File: config.mk
export PLATFORM = sky130hd
export DESIGN_NAME = baud_gen_frac
export DESIGN_NICKNAME = d
export VERILOG_FILES = /design/src/rtl/baud_gen_frac.sv
export SDC_FILE = /design/constraint.sdc
export NUM_CORES = 1
export LEC_CHECK = 0
export ABC_AREA = 1
export CAP_MARGIN = 15
export CORE_MARGIN = 2
export CORE_UTILIZATION = 45
export DETAILED_ROUTE_END_ITERATION = 8
export GPL_ROUTABILITY_DRIVEN = 0
export PLACE_DENSITY_LB_ADDON = 0.12
export SLEW_MARGIN = 25
export SYNTH_ARGS = -nofsm -noshare
export SYNTH_HDL_FRONTEND = slang
export SYNTH_SLANG_ARGS = --single-unit
export TNS_END_PERCENT = 1
File: constraint.sdc
create_clock -name clk -period 6.2 [get_ports clk]
set_clock_uncertainty 0.2 [all_clocks]
set_input_delay 1.55 -clock clk [delete_from_list [all_inputs] [get_ports clk]]
set_output_delay 1.55 -clock clk [all_outputs]
set_load 0.01 [all_outputs]
File: src/rtl/baud_gen_frac.sv
// baud_gen_frac -- fractional-N baud rate generator.
//
// Produces a registered one-cycle oversample tick (baud_tick_R) every
// act_int + act_frac/2^FRAC_W clocks on average, and a registered one-cycle
// bit tick (baud_tick_T) on every OSR-th oversample tick.
//
// Ports:
//   clk          sole clock, rising edge
//   reset        asynchronous, active-low reset
//   enable       run the generator; low clears counters and phase
//   div_int      integer clocks per oversample tick (0 halts the generator)
//   div_frac     fractional clocks per oversample tick, units of 1/2^FRAC_W
//   div_load     one-cycle strobe capturing div_int/div_frac into the shadow
//   resync       one-cycle strobe restarting the phase (RX start-bit align)
//   baud_tick_R  registered oversample tick
//   baud_tick_T  registered bit tick, once per OSR baud_tick_R

module baud_gen_frac #(
  parameter int DIV_W        = 16,
  parameter int FRAC_W       = 4,
  parameter int OSR          = 16,
  parameter int DEFAULT_INT  = 2,
  parameter int DEFAULT_FRAC = 8
) (
  input  logic              clk,
  input  logic              reset,
  input  logic              enable,
  input  logic [DIV_W-1:0]  div_int,
  input  logic [FRAC_W-1:0] div_frac,
  input  logic              div_load,
  input  logic              resync,
  output logic              baud_tick_R,
  output logic              baud_tick_T
);

  localparam int OS_W = (OSR > 1) ? $clog2(OSR) : 1;
  localparam logic [OS_W-1:0] OS_LAST = OS_W'(OSR - 1);

  logic [DIV_W-1:0]  sh_int;
  logic [FRAC_W-1:0] sh_frac;
  logic [DIV_W-1:0]  act_int;
  logic [FRAC_W-1:0] act_frac;
  logic [DIV_W:0]    cnt;
  logic [FRAC_W-1:0] acc;
  logic              extra;
  logic [OS_W-1:0]   os_cnt;

  logic [DIV_W:0]    period_m1;
  logic [FRAC_W:0]   acc_sum;
  logic              run;
  logic              wrap;

  // Period is act_int + extra, which can reach 2^DIV_W, hence the extra
  // bit on cnt and period_m1.
  always_comb begin
    period_m1 = {1'b0, act_int} + {{DIV_W{1'b0}}, extra} - (DIV_W+1)'(1);
    acc_sum   = {1'b0, acc} + {1'b0, act_frac};
    run       = enable && !resync && (act_int != '0);
    wrap      = run && (cnt == period_m1);
  end

  // Shadow divisor: captured on any strobe, independent of enable.
  always_ff @(posedge clk or negedge reset) begin
    if (!reset) begin
      sh_int  <= DIV_W'(DEFAULT_INT);
      sh_frac <= FRAC_W'(DEFAULT_FRAC);
    end else if (div_load) begin
      sh_int  <= div_int;
      sh_frac <= div_frac;
    end
  end

  // Active divisor loads from the shadow's pre-edge value, so a strobe
  // coincident with a wrap only takes effect at the following wrap.
  always_ff @(posedge clk or negedge reset) begin
    if (!reset) begin
      act_int     <= DIV_W'(DEFAULT_INT);
      act_frac    <= FRAC_W'(DEFAULT_FRAC);
      cnt         <= '0;
      acc         <= '0;
      extra       <= 1'b0;
      os_cnt      <= '0;
      baud_tick_R <= 1'b0;
      baud_tick_T <= 1'b0;
    end else if (!run) begin
      // Disabled, resync, or halted (act_int == 0): drop phase, track shadow.
      act_int     <= sh_int;
      act_frac    <= sh_frac;
      cnt         <= '0;
      acc         <= '0;
      extra       <= 1'b0;
      os_cnt      <= '0;
      baud_tick_R <= 1'b0;
      baud_tick_T <= 1'b0;
    end else if (wrap) begin
      act_int     <= sh_int;
      act_frac    <= sh_frac;
      cnt         <= '0;
      acc         <= acc_sum[FRAC_W-1:0];
      extra       <= acc_sum[FRAC_W];
      os_cnt      <= (os_cnt == OS_LAST) ? '0 : os_cnt + OS_W'(1);
      baud_tick_R <= 1'b1;
      baud_tick_T <= (os_cnt == OS_LAST);
    end else begin
      cnt         <= cnt + (DIV_W+1)'(1);
      baud_tick_R <= 1'b0;
      baud_tick_T <= 1'b0;
    end
  end

endmodule

==> run metrics <==
crit path max fanout=36; Post-Route Setup TNS=0 ns; Fmax achieved=306 MHz; Routed WL=7850 um; Max VDD drop=0.172 mV; first-pass iteration count of the detailed router=4; Reg2Reg Capture Point=act_int[4]$_DFFE_PN0P_; die width=97.2 um; PostCTS Resize Cnt=0; Comb pwr share=0.148; # DRC=0; Synth Area in Simple Gates=0.333; Compound-Gate Fraction of Synth Area=0.0224; reg2reg setup slack=3.04 ns; Critical Path RT=6.22 ns; sequential area share after synthesis=0.437; Initial Util=0.457; Synth Net Count=525; Worst-Skew Late Latency=0.33 ns; DP Worst Slack=2.32 ns; Top delay family on crit path=buffers and inverters; CP max stage cell=a211oi_4; crit path buf inv count=3; multiplexer area fraction after synthesis=0.0576; Slew headroom=0.433; gr usage total=0.179; I/O pin cnt=27; Main synth FF type=dfrtp_1; cell chain of the critical path=clkdlybuf4s50_1 -> inv_1 -> a211oi_4 -> buf_6 -> nand2_4 -> nand2_1 -> nand2_1; Max Root-Sink Buffers=2; Root Driver=clkbuf_8; CP arrival=3.29 ns; leakage=2.20 nW; final worst-path cycle share=0.528; Syn-to-layout area delta=15.3%; CP max stage delay=0.54 ns; layout cells sized above 1=0.111; min-delay src=sh_frac[3]$_DFFE_PN1P_; Post-DP HPWL=5850 um; CP most frequent cell=nand2_1; Core Region=8550 um2; Setup WS post-layout=2.93 ns; CTS tree=yes; status=finished, final reports clean; Synth Area in Adders=0.0307; CP Class=in -> reg; Mapped Area=3910 um2; total gr overflow=0; largest family of logic cells by synthesized area=simple AND/OR/NAND/NOR gates; Post-Synth XOR/XNOR Area=0.0515; Maximum Capacitance Violations=0; R2R depth=14; Final nets=553; Hold Crit Depth=2; fin. max-slew vios=0; cts bufs inserted=9; Worst Hold End=act_frac[3]$_DFFE_PN1P_; FF+latch count, synth=68; initial drt markers=172; FP Rows=34; clock share of power=0.390; pin count of the biggest net entering global routing=69; initial antenna violation count=0; Synth Instances=491; I/O Buffers=26; die height=97.2 um; Final setup violation count=0; RR Startpoint=act_int[0]$_DFFE_PN0P_; Sink Count=68; total power=1.10 mW; ys async rst share=1.00; Synth cell types=32; register share of total power=0.462; DRT antenna net count=0; Via-to-Cell Ratio=4.89; Sw Pwr=0.284 mW; EDFF count, synth=0; switching share of power=0.259; Hold Vio Cnt, Final=0; hold-fix buffers at CTS=0; clock-pin slew on the worst setup and hold paths=0.07 ns; crit path launch type=input port; Synthesis Warnings=0; first-pass GRT wire length=14000 um; WL per Instance=12.4 um; Vias=3089; Slew @ Worst Pin=0.851 ns; syn avg cell area=7.96 um2; CP Capture Type=flop; Int Power=0.813 mW; Hold Crit Class=reg -> reg; htree depth=3; die outline area=9450 um2; Antenna Cells=0; Post-CTS Setup Bufs=0; RSZ-0062 raised after global routing=false; pwr/cell area=243 nW/um2; Tmin final=3.27 ns; vias in the first global route=3091
[tightest hold or removal path, cell delays in order, from the launching register on]
cell	delay, ns
dfstp_2	0.37
nand2_1	0.05
nand2_1	0.04
[per-stage QoR]
| step | hold slack [ns] | utilization | instances | cell area (um2) |
|---|---|---|---|---|
| 6_report | 0.265 | 0.527 | 632 | 4510 |
| 3_3_place_gp | 0.250 | 0.498 | 615 | 4250 |
| 3_5_place_dp | 0.257 | 0.498 | 615 | 4250 |
| 2_1_floorplan | 0.238 | - | 491 | 3910 |
| 4_1_cts | 0.270 | 0.526 | 631 | 4490 |
| 5_1_grt | 0.295 | 0.527 | 632 | 4510 |
[layout make-up]
type / count / area [um2]
inverters: 53 / 199
flip-flops and latches: 68 / 1710
clock inverters: 6 / 113
clock buffers: 10 / 128
repair buffers: 29 / 282
well taps: 108 / 135
fillers: 812 / 4050
multi-input cells: 358 / 1940
[routing by layer]
metal / up-vias / global-route usage / wire length [um]
met5: - / 0 / 0
met4: 0 / 0.0542 / 55
met3: 4 / 0.0302 / 209
met2: 43 / 0.283 / 3590
met1: 1421 / 0.255 / 3990
li1: 1621 / - / -
[synth_stat cells (6+ instances only)]
| cell type | n | area share |
|---|---|---|
| clkbuf_1 | 6 | 0.0058 |
| dfrtp_1 | 64 | 0.41 |
| ha_1 | 8 | 0.026 |
| inv_1 | 50 | 0.048 |
| mux2_2 | 20 | 0.058 |
| nand2_1 | 137 | 0.13 |
| nand3_1 | 56 | 0.072 |
| nand4_1 | 14 | 0.022 |
| nor2_1 | 65 | 0.062 |
| o21ai_0 | 6 | 0.0077 |
| xnor2_1 | 6 | 0.013 |
| xor2_1 | 17 | 0.038 |
[worst max path at each step]
stage / startpoint / to / slack [ns] / cells past startpoint
global route: act_int[0]$_DFFE_PN0P_ / act_int[11]$_DFFE_PN0P_ / 2.74 / 15
detailed placement: enable / act_int[4]$_DFFE_PN0P_ / 2.32 / 6
global placement: enable / act_int[5]$_DFFE_PN0P_ / 2.37 / 6
CTS: enable / act_int[13]$_DFFE_PN0P_ / 2.66 / 6
finish: enable / act_int[4]$_DFFE_PN0P_ / 2.93 / 7
floorplan: enable / baud_tick_T$_DFF_PN0_ / 3.48 / 5
[cell families (layout without fill, tap and decap cells)]
logic type	after synthesis	count (layout)
flops	68	68
fa+ha+maj	9	9
compound gates	15	15
buf+inv	65	98
xor+xnor	23	23
mux	20	20
simple gates	291	291
[flip-flops by register name, summed over array words and instances (netlist names), 4 cells and up]
register and count:
cnt 17, act_int 16, sh_int 16, acc 4, act_frac 4, os_cnt 4, sh_frac 4
[cells in the final DEF, fill, tap and decap left out, drive strengths merged]
master	count
a211oi	1
a21oi	4
and2	1
buf	4
bufinv	3
clkbuf	10
clkdlybuf4s50	25
clkinv	3
dfrtp	64
dfstp	4
fa	1
ha	8
inv	53
mux2	20
nand2	141
nand3	56
nand3b	4
nand4	14
nor2	70
nor3	4
o21ai	8
o21bai	1
o31ai	1
or2	1
xnor2	6
xor2	17
[power by group through the flow]
stage	Combinational, mW	Clock, mW	Sequential (mW)
finish	0.163	0.428	0.507
global placement	0.159	0	0.515
detailed placement	0.163	0	0.515
CTS	0.164	0.442	0.506
floorplan	0.119	0	0.504
global route	0.189	0.461	0.511
Power figures use the tool's default switching activity.
